File: config.mk
export PLATFORM = sky130hd
export DESIGN_NAME = mem_arbiter
export DESIGN_NICKNAME = d
export VERILOG_FILES = /design/src/rtl/cpu_types_pkg.sv /design/src/rtl/mem_arbiter.sv
export SDC_FILE = /design/constraint.sdc
export NUM_CORES = 1
export LEC_CHECK = 0
export BUFFER_PORTS_ARGS = -buffer_cell sky130_fd_sc_hd__buf_2
export CAP_MARGIN = 5
export CORE_AREA = 2 2 104 106
export CTS_CLUSTER_DIAMETER = 50
export DETAILED_ROUTE_END_ITERATION = 8
export DIE_AREA = 0 0 106 108
export PLACE_DENSITY = 0.54
export SLEW_MARGIN = 30
export SYNTH_ARGS = -nofsm -noshare
export SYNTH_HDL_FRONTEND = slang
export SYNTH_SLANG_ARGS = --single-unit
File: constraint.sdc
create_clock -name CLK -period 2.8 [get_ports CLK]
set_clock_uncertainty 0.15 [all_clocks]
set_input_delay 0.28 -clock CLK [delete_from_list [all_inputs] [get_ports CLK]]
set_output_delay 0.28 -clock CLK [all_outputs]
set_load 0.005 [all_outputs]
File: src/rtl/cpu_types_pkg.sv
// Shared CPU memory-system types: RAM handshake states, arbiter states, guard default.
package cpu_types_pkg;

   typedef enum logic [1:0] {
      FREE   = 2'd0,
      BUSY   = 2'd1,
      ACCESS = 2'd2,
      ERROR  = 2'd3
   } ramstate_t;

   typedef enum logic [1:0] {
      IDLE = 2'd0,
      DGNT = 2'd1,
      IGNT = 2'd2
   } arb_state_t;

   localparam int unsigned STARVE_MAX_DEF = 4;

endpackage

File: src/rtl/mem_arbiter.sv
// Unified RAM port arbiter between instruction fetch and data memory, data has priority.
// Optional fetch starvation guard enabled by defining STARVE_GUARD_EN.
module mem_arbiter
   import cpu_types_pkg::*;
#(
   parameter int unsigned WORD_W = 32,
   parameter int unsigned ADDR_W = 32
`ifdef STARVE_GUARD_EN
   ,parameter int unsigned STARVE_MAX = STARVE_MAX_DEF
`endif
)(
   input  logic              CLK,
   input  logic              nRST,
   input  logic              iREN,
   input  logic [ADDR_W-1:0] iaddr,
   output logic              iwait,
   output logic [WORD_W-1:0] iload,
   input  logic              dREN,
   input  logic              dWEN,
   input  logic [ADDR_W-1:0] daddr,
   input  logic [WORD_W-1:0] dstore,
   output logic              dwait,
   output logic [WORD_W-1:0] dload,
   output logic              ramREN,
   output logic              ramWEN,
   output logic [ADDR_W-1:0] ramaddr,
   output logic [WORD_W-1:0] ramstore,
   input  logic [WORD_W-1:0] ramload,
   input  logic [1:0]        ramstate,
   output logic              err
);

   arb_state_t state, state_nxt;
   ramstate_t  rs;
   logic       data_req;
   logic       guard_fire;

   assign rs       = ramstate_t'(ramstate);
   assign data_req = dREN | dWEN;

`ifdef STARVE_GUARD_EN
   localparam logic [3:0] GUARD_LIM = 4'(STARVE_MAX);
   logic [3:0] gcnt;

   assign guard_fire = (gcnt >= GUARD_LIM) && iREN;

   // Counts data grants taken over a pending fetch; saturates rather than wrapping.
   always_ff @(posedge CLK or negedge nRST) begin
      if (!nRST) begin
         gcnt <= 4'd0;
      end else if (state == IDLE) begin
         if (!iREN || state_nxt == IGNT)
            gcnt <= 4'd0;
         else if (state_nxt == DGNT && gcnt != 4'hF)
            gcnt <= gcnt + 4'd1;
      end
   end
`else
   assign guard_fire = 1'b0;
`endif

   always_ff @(posedge CLK or negedge nRST) begin
      if (!nRST)
         state <= IDLE;
      else
         state <= state_nxt;
   end

   // Sticky error flag; only reset clears it.
   always_ff @(posedge CLK or negedge nRST) begin
      if (!nRST)
         err <= 1'b0;
      else if ((state == DGNT || state == IGNT) && rs == ERROR)
         err <= 1'b1;
   end

   // Grant is held through BUSY/ERROR; released on ACCESS or when the owner aborts.
   always_comb begin
      state_nxt = state;
      case (state)
         IDLE: begin
            if (guard_fire)
               state_nxt = IGNT;
            else if (data_req)
               state_nxt = DGNT;
            else if (iREN)
               state_nxt = IGNT;
         end
         DGNT: if (!data_req || rs == ACCESS) state_nxt = IDLE;
         IGNT: if (!iREN || rs == ACCESS)     state_nxt = IDLE;
         default: state_nxt = IDLE;
      endcase
   end

   // RAM drive is gated by the live request so an abort drops enables immediately.
   always_comb begin
      ramREN   = 1'b0;
      ramWEN   = 1'b0;
      ramaddr  = '0;
      ramstore = '0;
      case (state)
         DGNT: begin
            ramWEN   = dWEN;
            ramREN   = dREN & ~dWEN;
            ramaddr  = daddr;
            ramstore = dstore;
         end
         IGNT: begin
            ramREN   = iREN;
            ramaddr  = iaddr;
         end
         default: ;
      endcase
   end

   assign dwait = data_req & ~(state == DGNT && rs == ACCESS);
   assign iwait = iREN & ~(state == IGNT && rs == ACCESS);
   assign iload = ramload;
   assign dload = ramload;

endmodule

==> metrics.txt, run 1 <==
CP startpoint kind=flip-flop; min-delay src=ramstate[1]; worst rel slew slack=0.759; hold endpoint=err; post-synth top area share=0.343; Cell Chain, Critical Path=inv_1 > ha_1 > buf_4 > a22oi_1 > nor2b_1 > buf_2; Die X=106 um; Ant. Diodes=0; max_cap viols=0; Initial DRC Count=83; # DRC=0; worst IR drop on VDD=472 uV; Layout area overhead=39.4%; worst-path fanout max=31; Post-Route Utilization=0.197; DR WL/cell=11.9 um; flop2flop setup slack=1.27 ns; post-synthesis cell area=0.00144 sq mm; post-route setup TNS=0 ns; Crit-path slowest cell=dfrtp_1; FF-to-FF End=state[1]; Pwr Density=693 mW/mm^2; CTS HTree Levels=1; Tcrit/Tclk final=0.746; top cells by area, synth=buf_4 34%, a22oi_1 17%, and2_1 14%, nor2b_1 14%, dfrtp_1 5.2%; Die Ht=108 um; largest net degree at the start of global routing=40; total number of vias=1617; largest area contributor in the netlist=buf_4; Post-DP Area=0.00196 sq mm; synthesized instance count=200; most frequent cells in the layout=171 x buf_2, 33 x and2_1, 32 x a22oi_1, 32 x nor2b_1; crit path time final=2.09 ns; # nets final=444; final hold vios=0; synth warn=0; core footprint=0.0102 sq mm; I/O Pins=268; Leak=1.11 nW; hpwl dp=4.27 mm; root buf cell=clkbuf_8; Setup Crit Path Kind=flip-flop to output port; HP Class=input pin to flip-flop; Reg clk slew, reported paths=0.03 ns; clock sink count=3; commonest non-fill, non-tap cell in the layout=buf_2; Site Rows=37; Max Clk Rate=479 MHz; layout cells sized above 1=0.604; worst skew pair latency=0.21 ns; post-route ant nets=0; Final setup viols=0; total CTS buffers=3; RSZ-0062 raised after global routing=false; first-pass GRT wire length=7.46 mm; initial antenna violation count=0; hold slack=0.179 ns; Critical R2R Launch=state[0]; Max clock buf depth=2; Initial Util=0.141; Slew Limit Fails=0; Worst Reg-to-Reg Cells=6; total gr overflow=0; DIE AREA=0.0114 sq mm; arrival time worst endpoint=1.66 ns; final instance area=0.00201 sq mm; IO buf count=171; Seq/Total Area, Yosys=0.0520; pre-CTS setup slack=0.906 ns; critical path data required time=2.37 ns; routed vias/inst=3.68; Crit path largest cell delay=0.40 ns; drt first pass iters=4; Critical path origin=state[0]; Final Non-Filler Cells=439; status=complete, no violations; post-synthesis area per instance=7.21 sq um; total global-route track usage=0.0785; Slew @ Worst Pin=0.361 ns; Yosys cell types=22; CTS tree=yes; Worst Setup End Kind=output port; cell depth of the worst min-delay path=2; DP Cell Count=434; GP Congestion=0.787; worst setup margin=0.711 ns; post-synthesis register bit count=3; Net Count, Synth=340; vias in the first global route=1539; final wirelength=5.22 mm; setup bufs post-CTS=0; power consumption=1.39 mW
[kinds of logic after synthesis]
logic type	share of synthesized area
AOI/OAI and AO/OA	0.220
adders and majority gates	0.0434
and+or+nand+nor	0.301
DFF	0.0520
buffers and inverters	0.383
[cells in the mapped netlist]
library cell and n:
o21ai_2 1, a31o_2 1, inv_1 2, nor2_1 1, o21ai_0 1, buf_2 5
a21oi_2 1, a22oi_1 32, and2_1 33, a21boi_0 2, nor2b_2 1, ha_1 5
o21bai_1 1, nor2b_1 32, o2bb2ai_1 1, nand2_1 2, a21oi_1 3, clkbuf_1 4
nand3b_1 1, buf_4 66, clkbuf_2 2, dfrtp_1 3
[sequential cells by signal, summed over array words and instances (netlist names)]
register	cells
state	2
err	1
[routing by layer]
| layer | vias up | global-route usage | part of all wire |
|---|---|---|---|
| met5 | - | 0 | 0 |
| met4 | 0 | 0.0197 | 0.012 |
| met3 | 15 | 0.0217 | 0.092 |
| met2 | 79 | 0.142 | 0.51 |
| met1 | 713 | 0.0919 | 0.39 |
| li1 | 810 | - | - |
[how the worst max path moves through the flow]
stage,to,cells after the start
final,ramaddr[22],6
after floorplan,ramaddr[0],4
after global routing,ramaddr[22],6
after global placement,ramaddr[22],6
after detailed placement,ramaddr[22],6
after CTS,ramaddr[22],6
[layout make-up]
class	instances	area, sq um
clock buffer	4	45.0
sequential	3	75.1
inverter	2	7.51
tap	136	170
fill	1164	8220
multi-input combinational	118	817
timing repair buffer	176	896
[critical path: cells and delay by family, from the launching register on]
kind | cells | cell delay [ns]
fa+ha+maj | 1 | 0.16
flops | 1 | 0.40
simple gates | 1 | 0.13
compound gates | 1 | 0.18
buf+inv | 3 | 0.57
[where the power goes]
| group | internal (mW) | switching, mW |
|---|---|---|
| Sequential | 0.0572 | 0.0130 |
| Combinational | 0.596 | 0.603 |
| Clock | 0.0971 | 0.0278 |
[what timing repair did]
action,in CTS,in global routing
resized for setup,0,0
hold buffers,1,0
hold endpoints to repair,3,0
Note: power is estimated with default switching activity, not from simulation.
==> inputs of run 2 (changes only) <==
--- a/config.mk
+++ b/config.mk
@@ -7,11 +7,11 @@
 export LEC_CHECK = 0
 export BUFFER_PORTS_ARGS = -buffer_cell sky130_fd_sc_hd__buf_2
 export CAP_MARGIN = 5
-export CORE_AREA = 2 2 104 106
+export CORE_AREA = 2 2 105 107
 export CTS_CLUSTER_DIAMETER = 50
 export DETAILED_ROUTE_END_ITERATION = 8
-export DIE_AREA = 0 0 106 108
-export PLACE_DENSITY = 0.54
+export DIE_AREA = 0 0 107 109
+export PLACE_DENSITY = 0.55
 export SLEW_MARGIN = 30
 export SYNTH_ARGS = -nofsm -noshare
 export SYNTH_HDL_FRONTEND = slang
==> constraint.sdc (replaced) <==
create_clock -name CLK -period 1.9 [get_ports CLK]
set_clock_uncertainty 0.15 [all_clocks]
set_input_delay 0.19 -clock CLK [delete_from_list [all_inputs] [get_ports CLK]]
set_output_delay 0.19 -clock CLK [all_outputs]
set_load 0.005 [all_outputs]
==> metrics.txt, run 2 (same netlist as run 1, synthesis figures left out) <==
final instance area=0.00218 sq mm (was 0.00201 sq mm); drt first pass iters=4 (unchanged); Pwr Density=1140 mW/mm^2 (was 693 mW/mm^2); Worst Reg-to-Reg Cells=6 (unchanged); HP Class=input pin to flip-flop (unchanged); Final setup viols=0 (unchanged); I/O Pins=268 (unchanged); most frequent cells in the layout=171 x buf_2, 33 x and2_1, 31 x nor2b_1, 30 x a22oi_1 (was 171 x buf_2, 33 x and2_1, 32 x a22oi_1, 32 x nor2b_1); DP Cell Count=438 (was 434); # DRC=0 (unchanged); max_cap viols=0 (unchanged); clock sink count=3 (unchanged); worst skew pair latency=0.22 ns (was 0.21 ns); initial antenna violation count=0 (unchanged); Max clock buf depth=2 (unchanged); Reg clk slew, reported paths=0.03 ns (about the same); vias in the first global route=1517 (was 1539); IO buf count=171 (unchanged); Final Non-Filler Cells=448 (was 439); Crit path largest cell delay=0.39 ns (was 0.40 ns); worst-path fanout max=15 (was 31); CP startpoint kind=flip-flop (unchanged); first-pass GRT wire length=7.27 mm (was 7.46 mm); post-route setup TNS=0 ns (unchanged); Max Clk Rate=545 MHz; hold slack=0.0731 ns (was 0.179 ns); Leak=1.16 nW (was 1.11 nW); largest reg by FF count=state (unchanged); # nets final=449 (was 444); max reg flops=2 (unchanged); total number of vias=1707 (was 1617); Setup Crit Path Kind=flip-flop to output port (unchanged); Initial Util=0.136 (was 0.141); Ant. Diodes=0 (unchanged); Tcrit/Tclk final=0.966; status=complete, no violations (unchanged); Regs by FF count=state: 2 flops, err: 1 flops (unchanged); final hold vios=0 (unchanged); Crit-path slowest cell=dfrtp_1 (unchanged); routed vias/inst=3.81 (was 3.68); critical path data required time=1.56 ns (was 2.37 ns); CTS HTree Levels=1 (unchanged); CTS tree=yes (unchanged); top cell family by delay on the critical path=buffers and inverters (unchanged); crit path time final=1.84 ns; Die X=107 um (was 106 um); post-route ant nets=0 (unchanged); pre-CTS setup slack=0.188 ns (was 0.906 ns); commonest non-fill, non-tap cell in the layout=buf_2 (unchanged); Slew Limit Fails=0 (unchanged); Initial DRC Count=69 (was 83); DIE AREA=0.0117 sq mm (was 0.0114 sq mm); Site Rows=38 (was 37); worst setup margin=0.0644 ns (was 0.711 ns); arrival time worst endpoint=1.50 ns (was 1.66 ns); Slew @ Worst Pin=0.238 ns (was 0.361 ns); Cell Chain, Critical Path=buf_4 > ha_4 > clkbuf_16 > a22oi_1 > nor2b_1 > buf_2 (was inv_1 > ha_1 > buf_4 > a22oi_1 > nor2b_1 > buf_2); total gr overflow=0 (unchanged); Crit path depth=6 (unchanged); worst IR drop on VDD=509 uV (was 472 uV); RSZ-0062 raised after global routing=false (unchanged); Post-DP Area=0.00200 sq mm (was 0.00196 sq mm); GP Congestion=0.707 (was 0.787); final wirelength=5.71 mm (was 5.22 mm); hpwl dp=4.22 mm (was 4.27 mm); Die Ht=109 um (was 108 um); Bufs and invs on worst path=3 (unchanged); core footprint=0.0106 sq mm (was 0.0102 sq mm); total CTS buffers=3 (unchanged); Layout area overhead=51.2% (was 39.4%); DR WL/cell=12.7 um (was 11.9 um); largest net degree at the start of global routing=46 (was 40); root buf cell=clkbuf_8 (unchanged); total global-route track usage=0.0767 (was 0.0785); layout cells sized above 1=0.636 (was 0.604); worst rel slew slack=0.841 (was 0.759); Worst Setup End Kind=output port (unchanged); cell depth of the worst min-delay path=2 (unchanged)
[run 2: cell count changes in the layout (fill, tap and decap cells not counted), moves of 2 or more]
cell       before  now
ha_4            0    3
ha_1            4    2
a22oi_1        32   30
clkbuf_16       0    2
inv_1           2    0
a22oi_2         0    2
buf_12          0    3
[run 2: what timing repair did]
action,4_1_cts,5_1_grt
setup buffers,0,3
resized for setup,5,7
gates cloned,0,2
hold buffers,1,0
endpoints found under the setup margin,18,37
hold endpoints to repair,3,0
[run 2: layout make-up]
type                    instances  area, sq um
clock buffers                   4         45.0
fillers                      1204         8420
inverters                       2         10.0
multi-input cells             118          865
flip-flops and latches          3         76.3
well taps                     140          175
repair buffers                181         1010
[run 2: final timing paths]
path,start,to,slack [ns]
setup / recovery,state[1],ramaddr[26],0.06
hold / removal,ramstate[1],err,0.07
setup reg to reg,state[0],state[0],0.37
hold reg to reg,err,err,0.32
max in group asynchronous,nRST,state[0],1.31
min in group asynchronous,nRST,err,0.15
[run 2: worst register-to-register path, stage by stage, from the launching register on]
cell and delay [ns]:
dfrtp_2 0.44, inv_4 0.10, ha_1 0.22, nand2_1 0.09, a21oi_2 0.17, o21bai_1 0.15
o2bb2ai_1 0.13
[run 2: per-layer routing]
metal  global-route usage  part of all wire  up-vias
met5                    0                 0        -
met4               0.0269             0.014        0
met3               0.0239             0.092       15
met2                0.129              0.49       87
met1               0.0924              0.41      781
li1                     -                 -      824
[run 2: per-stage QoR]
step	utilization	power, mW
floorplan	-	1.30
global placement	0.188	2.00
detailed placement	0.188	2.04
CTS	0.196	2.31
global route	0.206	2.73
finish	0.206	2.48
[run 2: power by group]
group | internal (mW) | total [mW] | switching, mW
Sequential | 0.0863 | 0.115 | 0.0289
Combinational | 1.16 | 2.17 | 1.01
Clock | 0.143 | 0.188 | 0.0445
Total | 1.39 | 2.48 | 1.08
